<file path="src/rtl/npc_axi_pkg.sv">
// Shared AXI-lite definitions: arbiter FSM state encoding and response codes.
package npc_axi_pkg;

  typedef logic [1:0] state_t;

  localparam state_t ST_IDLE = 2'd0;
  localparam state_t ST_RD0  = 2'd1;
  localparam state_t ST_RD1  = 2'd2;
  localparam state_t ST_WR1  = 2'd3;

  localparam logic [1:0] RESP_OKAY   = 2'b00;
  localparam logic [1:0] RESP_SLVERR = 2'b10;

endpackage

</file>
<file path="src/rtl/axi_lite_arbiter.sv">
// Two-master AXI-lite arbiter: m0 read-only (ifetch), m1 read/write (load/store),
// one transaction at a time onto a single shared slave port.
module axi_lite_arbiter
  import npc_axi_pkg::*;
#(
  parameter int ADDR_W = 32,
  parameter int DATA_W = 32
) (
  input  logic                  clk,
  input  logic                  rst,
  // master 0 read
  input  logic [ADDR_W-1:0]     m0_araddr,
  input  logic                  m0_arvalid,
  output logic                  m0_arready,
  output logic [DATA_W-1:0]     m0_rdata,
  output logic [1:0]            m0_rresp,
  output logic                  m0_rvalid,
  input  logic                  m0_rready,
  // master 1 read
  input  logic [ADDR_W-1:0]     m1_araddr,
  input  logic                  m1_arvalid,
  output logic                  m1_arready,
  output logic [DATA_W-1:0]     m1_rdata,
  output logic [1:0]            m1_rresp,
  output logic                  m1_rvalid,
  input  logic                  m1_rready,
  // master 1 write
  input  logic [ADDR_W-1:0]     m1_awaddr,
  input  logic                  m1_awvalid,
  output logic                  m1_awready,
  input  logic [DATA_W-1:0]     m1_wdata,
  input  logic [DATA_W/8-1:0]   m1_wstrb,
  input  logic                  m1_wvalid,
  output logic                  m1_wready,
  output logic [1:0]            m1_bresp,
  output logic                  m1_bvalid,
  input  logic                  m1_bready,
  // shared slave
  output logic [ADDR_W-1:0]     s_araddr,
  output logic                  s_arvalid,
  input  logic                  s_arready,
  input  logic [DATA_W-1:0]     s_rdata,
  input  logic [1:0]            s_rresp,
  input  logic                  s_rvalid,
  output logic                  s_rready,
  output logic [ADDR_W-1:0]     s_awaddr,
  output logic                  s_awvalid,
  input  logic                  s_awready,
  output logic [DATA_W-1:0]     s_wdata,
  output logic [DATA_W/8-1:0]   s_wstrb,
  output logic                  s_wvalid,
  input  logic                  s_wready,
  input  logic [1:0]            s_bresp,
  input  logic                  s_bvalid,
  output logic                  s_bready
);

  state_t state_q, state_d;
  logic   last_m1_q, last_m1_d;
  logic   ar_done_q, ar_done_d;
  logic   aw_done_q, aw_done_d;
  logic   w_done_q,  w_done_d;

  logic req0, req1r, req1w, req1;
  logic grant_m0;
  logic b_ok;

  assign req0     = m0_arvalid;
  assign req1r    = m1_arvalid;
  assign req1w    = m1_awvalid | m1_wvalid;
  assign req1     = req1r | req1w;
  assign grant_m0 = req0 & (~req1 | last_m1_q);
  assign b_ok     = aw_done_q & w_done_q;

  // Output mux keyed on state; R/B from the slave are masked until the address
  // handshake so an early response from a misbehaving slave is ignored.
  always_comb begin
    s_araddr   = '0;
    s_arvalid  = 1'b0;
    s_rready   = 1'b0;
    s_awaddr   = '0;
    s_awvalid  = 1'b0;
    s_wdata    = '0;
    s_wstrb    = '0;
    s_wvalid   = 1'b0;
    s_bready   = 1'b0;
    m0_arready = 1'b0;
    m0_rvalid  = 1'b0;
    m1_arready = 1'b0;
    m1_rvalid  = 1'b0;
    m1_awready = 1'b0;
    m1_wready  = 1'b0;
    m1_bvalid  = 1'b0;
    m0_rdata   = s_rdata;
    m0_rresp   = s_rresp;
    m1_rdata   = s_rdata;
    m1_rresp   = s_rresp;
    m1_bresp   = s_bresp;
    case (state_q)
      ST_RD0: begin
        s_araddr   = m0_araddr;
        s_arvalid  = m0_arvalid & ~ar_done_q;
        m0_arready = s_arready & ~ar_done_q;
        m0_rvalid  = s_rvalid & ar_done_q;
        s_rready   = m0_rready & ar_done_q;
      end
      ST_RD1: begin
        s_araddr   = m1_araddr;
        s_arvalid  = m1_arvalid & ~ar_done_q;
        m1_arready = s_arready & ~ar_done_q;
        m1_rvalid  = s_rvalid & ar_done_q;
        s_rready   = m1_rready & ar_done_q;
      end
      ST_WR1: begin
        s_awaddr   = m1_awaddr;
        s_awvalid  = m1_awvalid & ~aw_done_q;
        m1_awready = s_awready & ~aw_done_q;
        s_wdata    = m1_wdata;
        s_wstrb    = m1_wstrb;
        s_wvalid   = m1_wvalid & ~w_done_q;
        m1_wready  = s_wready & ~w_done_q;
        m1_bvalid  = s_bvalid & b_ok;
        s_bready   = m1_bready & b_ok;
      end
      default: ;
    endcase
  end

  always_comb begin
    state_d   = state_q;
    last_m1_d = last_m1_q;
    ar_done_d = ar_done_q | (s_arvalid & s_arready);
    aw_done_d = aw_done_q | (s_awvalid & s_awready);
    w_done_d  = w_done_q  | (s_wvalid & s_wready);
    case (state_q)
      ST_IDLE: begin
        if (grant_m0) begin
          state_d   = ST_RD0;
          last_m1_d = 1'b0;
        end else if (req1) begin
          state_d   = req1w ? ST_WR1 : ST_RD1;
          last_m1_d = 1'b1;
        end
      end
      ST_RD0, ST_RD1: if (s_rvalid & s_rready) state_d = ST_IDLE;
      ST_WR1:         if (s_bvalid & s_bready) state_d = ST_IDLE;
      default:        state_d = ST_IDLE;
    endcase
    if (state_d == ST_IDLE) begin
      ar_done_d = 1'b0;
      aw_done_d = 1'b0;
      w_done_d  = 1'b0;
    end
  end

  always_ff @(posedge clk) begin
    if (rst) begin
      state_q   <= ST_IDLE;
      last_m1_q <= 1'b1;
      ar_done_q <= 1'b0;
      aw_done_q <= 1'b0;
      w_done_q  <= 1'b0;
    end else begin
      state_q   <= state_d;
      last_m1_q <= last_m1_d;
      ar_done_q <= ar_done_d;
      aw_done_q <= aw_done_d;
      w_done_q  <= w_done_d;
    end
  end

endmodule

</file>
<file path="config.mk">
export PLATFORM = sky130hd
export DESIGN_NAME = axi_lite_arbiter
export DESIGN_NICKNAME = d
export VERILOG_FILES = /design/src/rtl/npc_axi_pkg.sv /design/src/rtl/axi_lite_arbiter.sv
export SDC_FILE = /design/constraint.sdc
export NUM_CORES = 1
export LEC_CHECK = 0
export ABC_AREA = 1
export CAP_MARGIN = 20
export CORE_AREA = 2 2 142 144
export DETAILED_ROUTE_END_ITERATION = 8
export DIE_AREA = 0 0 144 146
export PLACE_DENSITY = 0.47
export SLEW_MARGIN = 20
export SYNTH_ARGS = -nofsm -noshare
export SYNTH_HDL_FRONTEND = slang
export SYNTH_SLANG_ARGS = --single-unit
</file>
<file path="constraint.sdc">
create_clock -name clk -period 1.4 [get_ports clk]
set_input_delay 0.28 -clock clk [delete_from_list [all_inputs] [get_ports clk]]
set_output_delay 0.28 -clock clk [all_outputs]
set_load 0.01 [all_outputs]
</file>
### Word level (Yosys, flattened, before mapping)

Index checks and enable logic that the tools add are counted.

| cells by class | value |
|---|---|
| muxes and demuxes | 24 |
| bitwise logic cells | 29 |
| reduce and logical (&&, ||, !) cells | 6 |
| equal/unequal tests | 3 |

Operators with widths:

| operator | count |
|---|---|
| $mux W32 | 2 |
| $pmux W32 S2 | 1 |
| $and A1 B1 Y1 | 19 |
| $mux W1 | 13 |
| $mux W2 | 4 |
| $or A1 B1 Y1 | 6 |
| $pmux W2 S3 | 1 |
| $eq A2 B2 Y1 const B | 2 |
| $logic_not A2 Y1 | 2 |
| $mux W4 | 1 |
| $not A1 Y1 | 4 |
| $pmux W1 S2 | 2 |
| $reduce_or A2 Y1 | 2 |
| $eq A2 B1 Y1 const B | 1 |
| $reduce_and A2 Y1 | 1 |
| $reduce_bool A2 Y1 | 1 |

| word-level totals | value |
|---|---|
| bits of input ports | 182 |
| output and inout bits | 182 |
| bits in registers | 6 |

### Logic depth before layout (Yosys ltp)

| depth | value |
|---|---|
| word-level depth | 9 |
| gate-level depth with buffers | 13 |

### Worst setup path after synthesis

No wires, ideal clock.

| timing path | value |
|---|---|
| kind | register to output |
| start point | reg state_q[0] |
| end point | out s_araddr[0] |
| data arrival time | 1.279 ns |
| stages on the path, launching flop included | 7 |
| buffers on the path | 2 |
| path slack | -0.159 ns |
| path through | dfxtp_1 -> inv_1 -> ha_1 -> buf_4 -> clkbuf_1 -> nand2_1 -> a21oi_1 |

| on the way | value |
|---|---|
| longest elaborated chain between the ends | 2 |
| elaborated cells on any way between the ends | 3 |
| those cells by class | 2 x eq/ne; 1 x mux |

RTL lines:

| item | line | source |
|---|---|---|
| from (decl) | axi_lite_arbiter.sv:58 | `state_t state_q, state_d;` |
| from (signal assigned) | axi_lite_arbiter.sv:164 | `state_q <= state_d;` |
| $eq A2 B2 Y1 / $eq A2 B1 Y1 (equally long branches) | axi_lite_arbiter.sv:99 | `case (state_q)` |
| $pmux W32 S2 * | axi_lite_arbiter.sv:99 |  |
| to (decl) | axi_lite_arbiter.sv:39 | `output logic [ADDR_W-1:0] s_araddr,` |

Mark *: on every way between the ends. The rest lies on a longest branch, timed or not.

### Worst setup path after layout

| timing path | value |
|---|---|
| start point | reg state_q[1] |
| end point | out s_arvalid |

| on the way | value |
|---|---|
| longest elaborated chain between the ends | 2 |
| elaborated cells on any way between the ends | 3 |
| those cells by class | 2 x eq/ne; 1 x mux |

RTL lines:

| item | line | source |
|---|---|---|
| $eq A2 B2 Y1 / $eq A2 B1 Y1 (equally long branches) | axi_lite_arbiter.sv:99 |  |
| $pmux W1 S2 * | axi_lite_arbiter.sv:99 |  |
| to (decl) | axi_lite_arbiter.sv:40 | `output logic s_arvalid,` |

Marked as above.

==> results_dict.tcl <==
set metrics [dict create \
    maxCapViolations 0 \
    die_w_um 144 \
    hold_path_depth 2 \
    ys_top_cells_by_count "nand2_1 (152), inv_1 (81), buf_4 (71), a21oi_1 (38), clkbuf_1 (12)" \
    grt_pass1_wl_mm 18.8 \
    finClkSkew_ns 0.00291 \
    via_count 3271 \
    yosysMostFrequentCell "nand2_1" \
    avgSynthCellArea_sq_um 5.05 \
    fill_cells 2060 \
    worstPathMaxFanout 12 \
    cp_num_buf_inv 3 \
    criticalPathCategory "register to output pin" \
    ys_seq_area_frac 0.0595 \
    clock_latency_ns 0.23 \
    cp_slowest_cell "dfxtp_4" \
    endpoint_kind "output pin" \
    antenna_found_initial 1 \
    grt_setup_unrepaired "yes" \
    synth.area.top_cells "nand2_1 (28%), buf_4 (26%), inv_1 (15%)" \
    async_flop_share 0 \
    fmaxAchievable_ghz 0.555 \
    clk_pin_slew_ns 0.04 \
    cts_buffers 3 \
    final_core_util 0.333 \
    ir_worst_vdd_mv 0.317 \
    io_pins 364 \
    vias_per_cell 3.61 \
    combPwrFrac 0.798 \
    worstHoldStart "last_m1_q$_SDFFE_PP1P_" \
    htreeDepth 1 \
    synthesis.area_sq_um 2020 \
    setup_ws_ns -0.401 \
    start_kind "register" \
    drt_iter0_drc 20 \
    synth-edff-count 0 \
    slew_headroom 0.763 \
    start_util 0.104 \
    dpl.cell_count 864 \
    dp_hpwl_mm 9.37 \
    holdWs_ns 0.552 \
    clkPwrFrac 0.136 \
    synthCells 400 \
    fin_nets 832 \
    clock_path_buffers 2 \
    r2r_cells 14 \
    first_pass_iters 3 \
    chipHeight_um 146 \
    required_ns 1.12 \
    fin_crit_ns 1.80 \
    cellPowerDensity_nw_per_um2 532 \
    grt.overflow.total 0 \
    antennaDiodeCount 0 \
    internal_power_mw 2.03 \
    ys_types 18 \
    area_growth_pct 219 \
    violations "setup timing" \
    maxSlewViolCount 0 \
    dp_slack_ns -0.616 \
    yosysTopAreaCell "nand2_1" \
    route.detailed.drc 0 \
    drive_gt1_frac 0.668 \
    synth_seq_cells 6 \
    cpPeakStageDelay_ns 0.38 \
    rr_startpoint "state_q[1]$_SDFF_PP0_" \
    cts.sinks 6 \
    timing.final.hold_violations 0 \
    wl_per_cell_um 14.5 \
    synth_warnings 0 \
    critical_path_arrival_ns 1.52 \
    reg2reg_setup_slack_ns -0.26 \
    gp_congestion 0.706 \
    io_buffers 257 \
    syn_nets 588 \
    finalNonFillerCells 907 \
    yosys.area.top_type_share 0.283 \
    rows 51 \
    worst_pin_slew_ns 0.354 \
    clockRootBuffer "clkbuf_16" \
    wirelength_mm 13.2 \
    coreArea_sq_um 19300 \
    hold_class "register to register" \
    p_sw_mw 1.40 \
    dieArea_sq_um 21000 \
    antenna_left 0 \
    fin_crit_sh 1.29 \
    reg2reg_to "aw_done_q$_SDFF_PP0_" \
    power.leakage_nw 3.47 \
    swShare 0.408 \
    grt_usage 0.116 \
    grt_max_degree 13 \
    whs_endpoint "last_m1_q$_SDFFE_PP1P_" \
    setup_viol 117 \
    worstPathCellList "inv_4, ha_4, inv_8, nor4_4, buf_2" \
    critical-path-top-delay-family "flip-flops" \
    cts_tree "done" \
    power.share.sequential 0.065 \
    status "complete, but fails checks" \
    synth_ff_type "dfxtp_1" \
    critPathLaunch "state_q[1]$_SDFF_PP0_" \
    grt_pass1_vias 3350 \
]
[state kept, by name (all words and copies together) (netlist names)]
name and flops:
w_done_q 1, aw_done_q 1, state_q 2, ar_done_q 1
last_m1_q 1
[tightest hold or removal path: stages (launching register included)]
cell     delay, ns
dfxtp_1       0.29
inv_1         0.08
a311o_1       0.16
[power by group through the flow]
stage	logic, mW	registers [mW]	clock network, mW
6_report	2.73	0.223	0.467
3_5_place_dp	1.93	0.217	0
5_1_grt	2.90	0.229	0.494
2_1_floorplan	1.06	0.209	0
3_3_place_gp	1.94	0.216	0
4_1_cts	2.58	0.222	0.473
[final cells by class]
| type | instances | area (sq um) | area share |
|---|---|---|---|
| Tap cell | 265 | 332 | 0.0516 |
| Sequential cell | 6 | 128 | 0.0198 |
| Clock buffer | 3 | 75.1 | 0.0117 |
| Inverter | 84 | 348 | 0.0541 |
| Multi-Input combinational cell | 221 | 2090 | 0.324 |
| Timing Repair Buffer | 328 | 3460 | 0.538 |
[metrics by stage]
stage | setup TNS (ns) | area, sq um | power [mW]
floorplan | -1.09 | 2320 | 1.27
global placement | -55.79 | 4880 | 2.16
detailed placement | -57.70 | 4880 | 2.15
CTS | -34.70 | 5740 | 3.28
global route | -38.91 | 6430 | 3.63
finish | -32.73 | 6430 | 3.42
[routing by layer]
layer / part of all wire / up-vias / GRT usage
met5: 0.00099 / - / 0
met4: 0.029 / 2 / 0.0348
met3: 0.11 / 39 / 0.0395
met2: 0.51 / 216 / 0.215
met1: 0.35 / 1433 / 0.122
li1: - / 1581 / -
[worst max-delay path by stage]
stage                         endpoint  slack [ns]  cells after the start
after floorplan           s_araddr[17]       -0.04                      6
after global placement       s_arvalid       -0.61                      4
after detailed placement     s_arvalid       -0.62                      4
after CTS                    s_arvalid       -0.41                      5
after global routing         s_arvalid       -0.47                      5
final                        s_arvalid       -0.40                      5
[layout by cell type, fill, tap and decap left out, types with 22 or more instances in the layout]
cell type	count
a21oi_2	22
buf_2	38
buf_4	24
buf_6	96
clkdlybuf4s50_1	143
inv_1	22
inv_2	56
nand2_1	27
nand2_2	40
nand2_4	86
[cells by family (layout without fill, tap and decap cells)]
kind of cell               after synthesis  after routing  share of synthesized area
AOI/OAI and AO/OA                       41             41                      0.105
adders and majority gates                6              6                     0.0372
buffers and inverters                  173            415                      0.458
DFF                                      6              6                     0.0595
and+or+nand+nor                        174            174                      0.340
[timing repair]
item / in CTS / in global routing
endpoints found under the setup margin: 118 / 118
gates cloned: 14 / 0
hold buffers: 0 / 0
pin swaps: 24 / 23
buffers inserted: 27 / 10
gates resized for setup: 667 / 229
No activity file was read; power rests on OpenSTA's default activity.
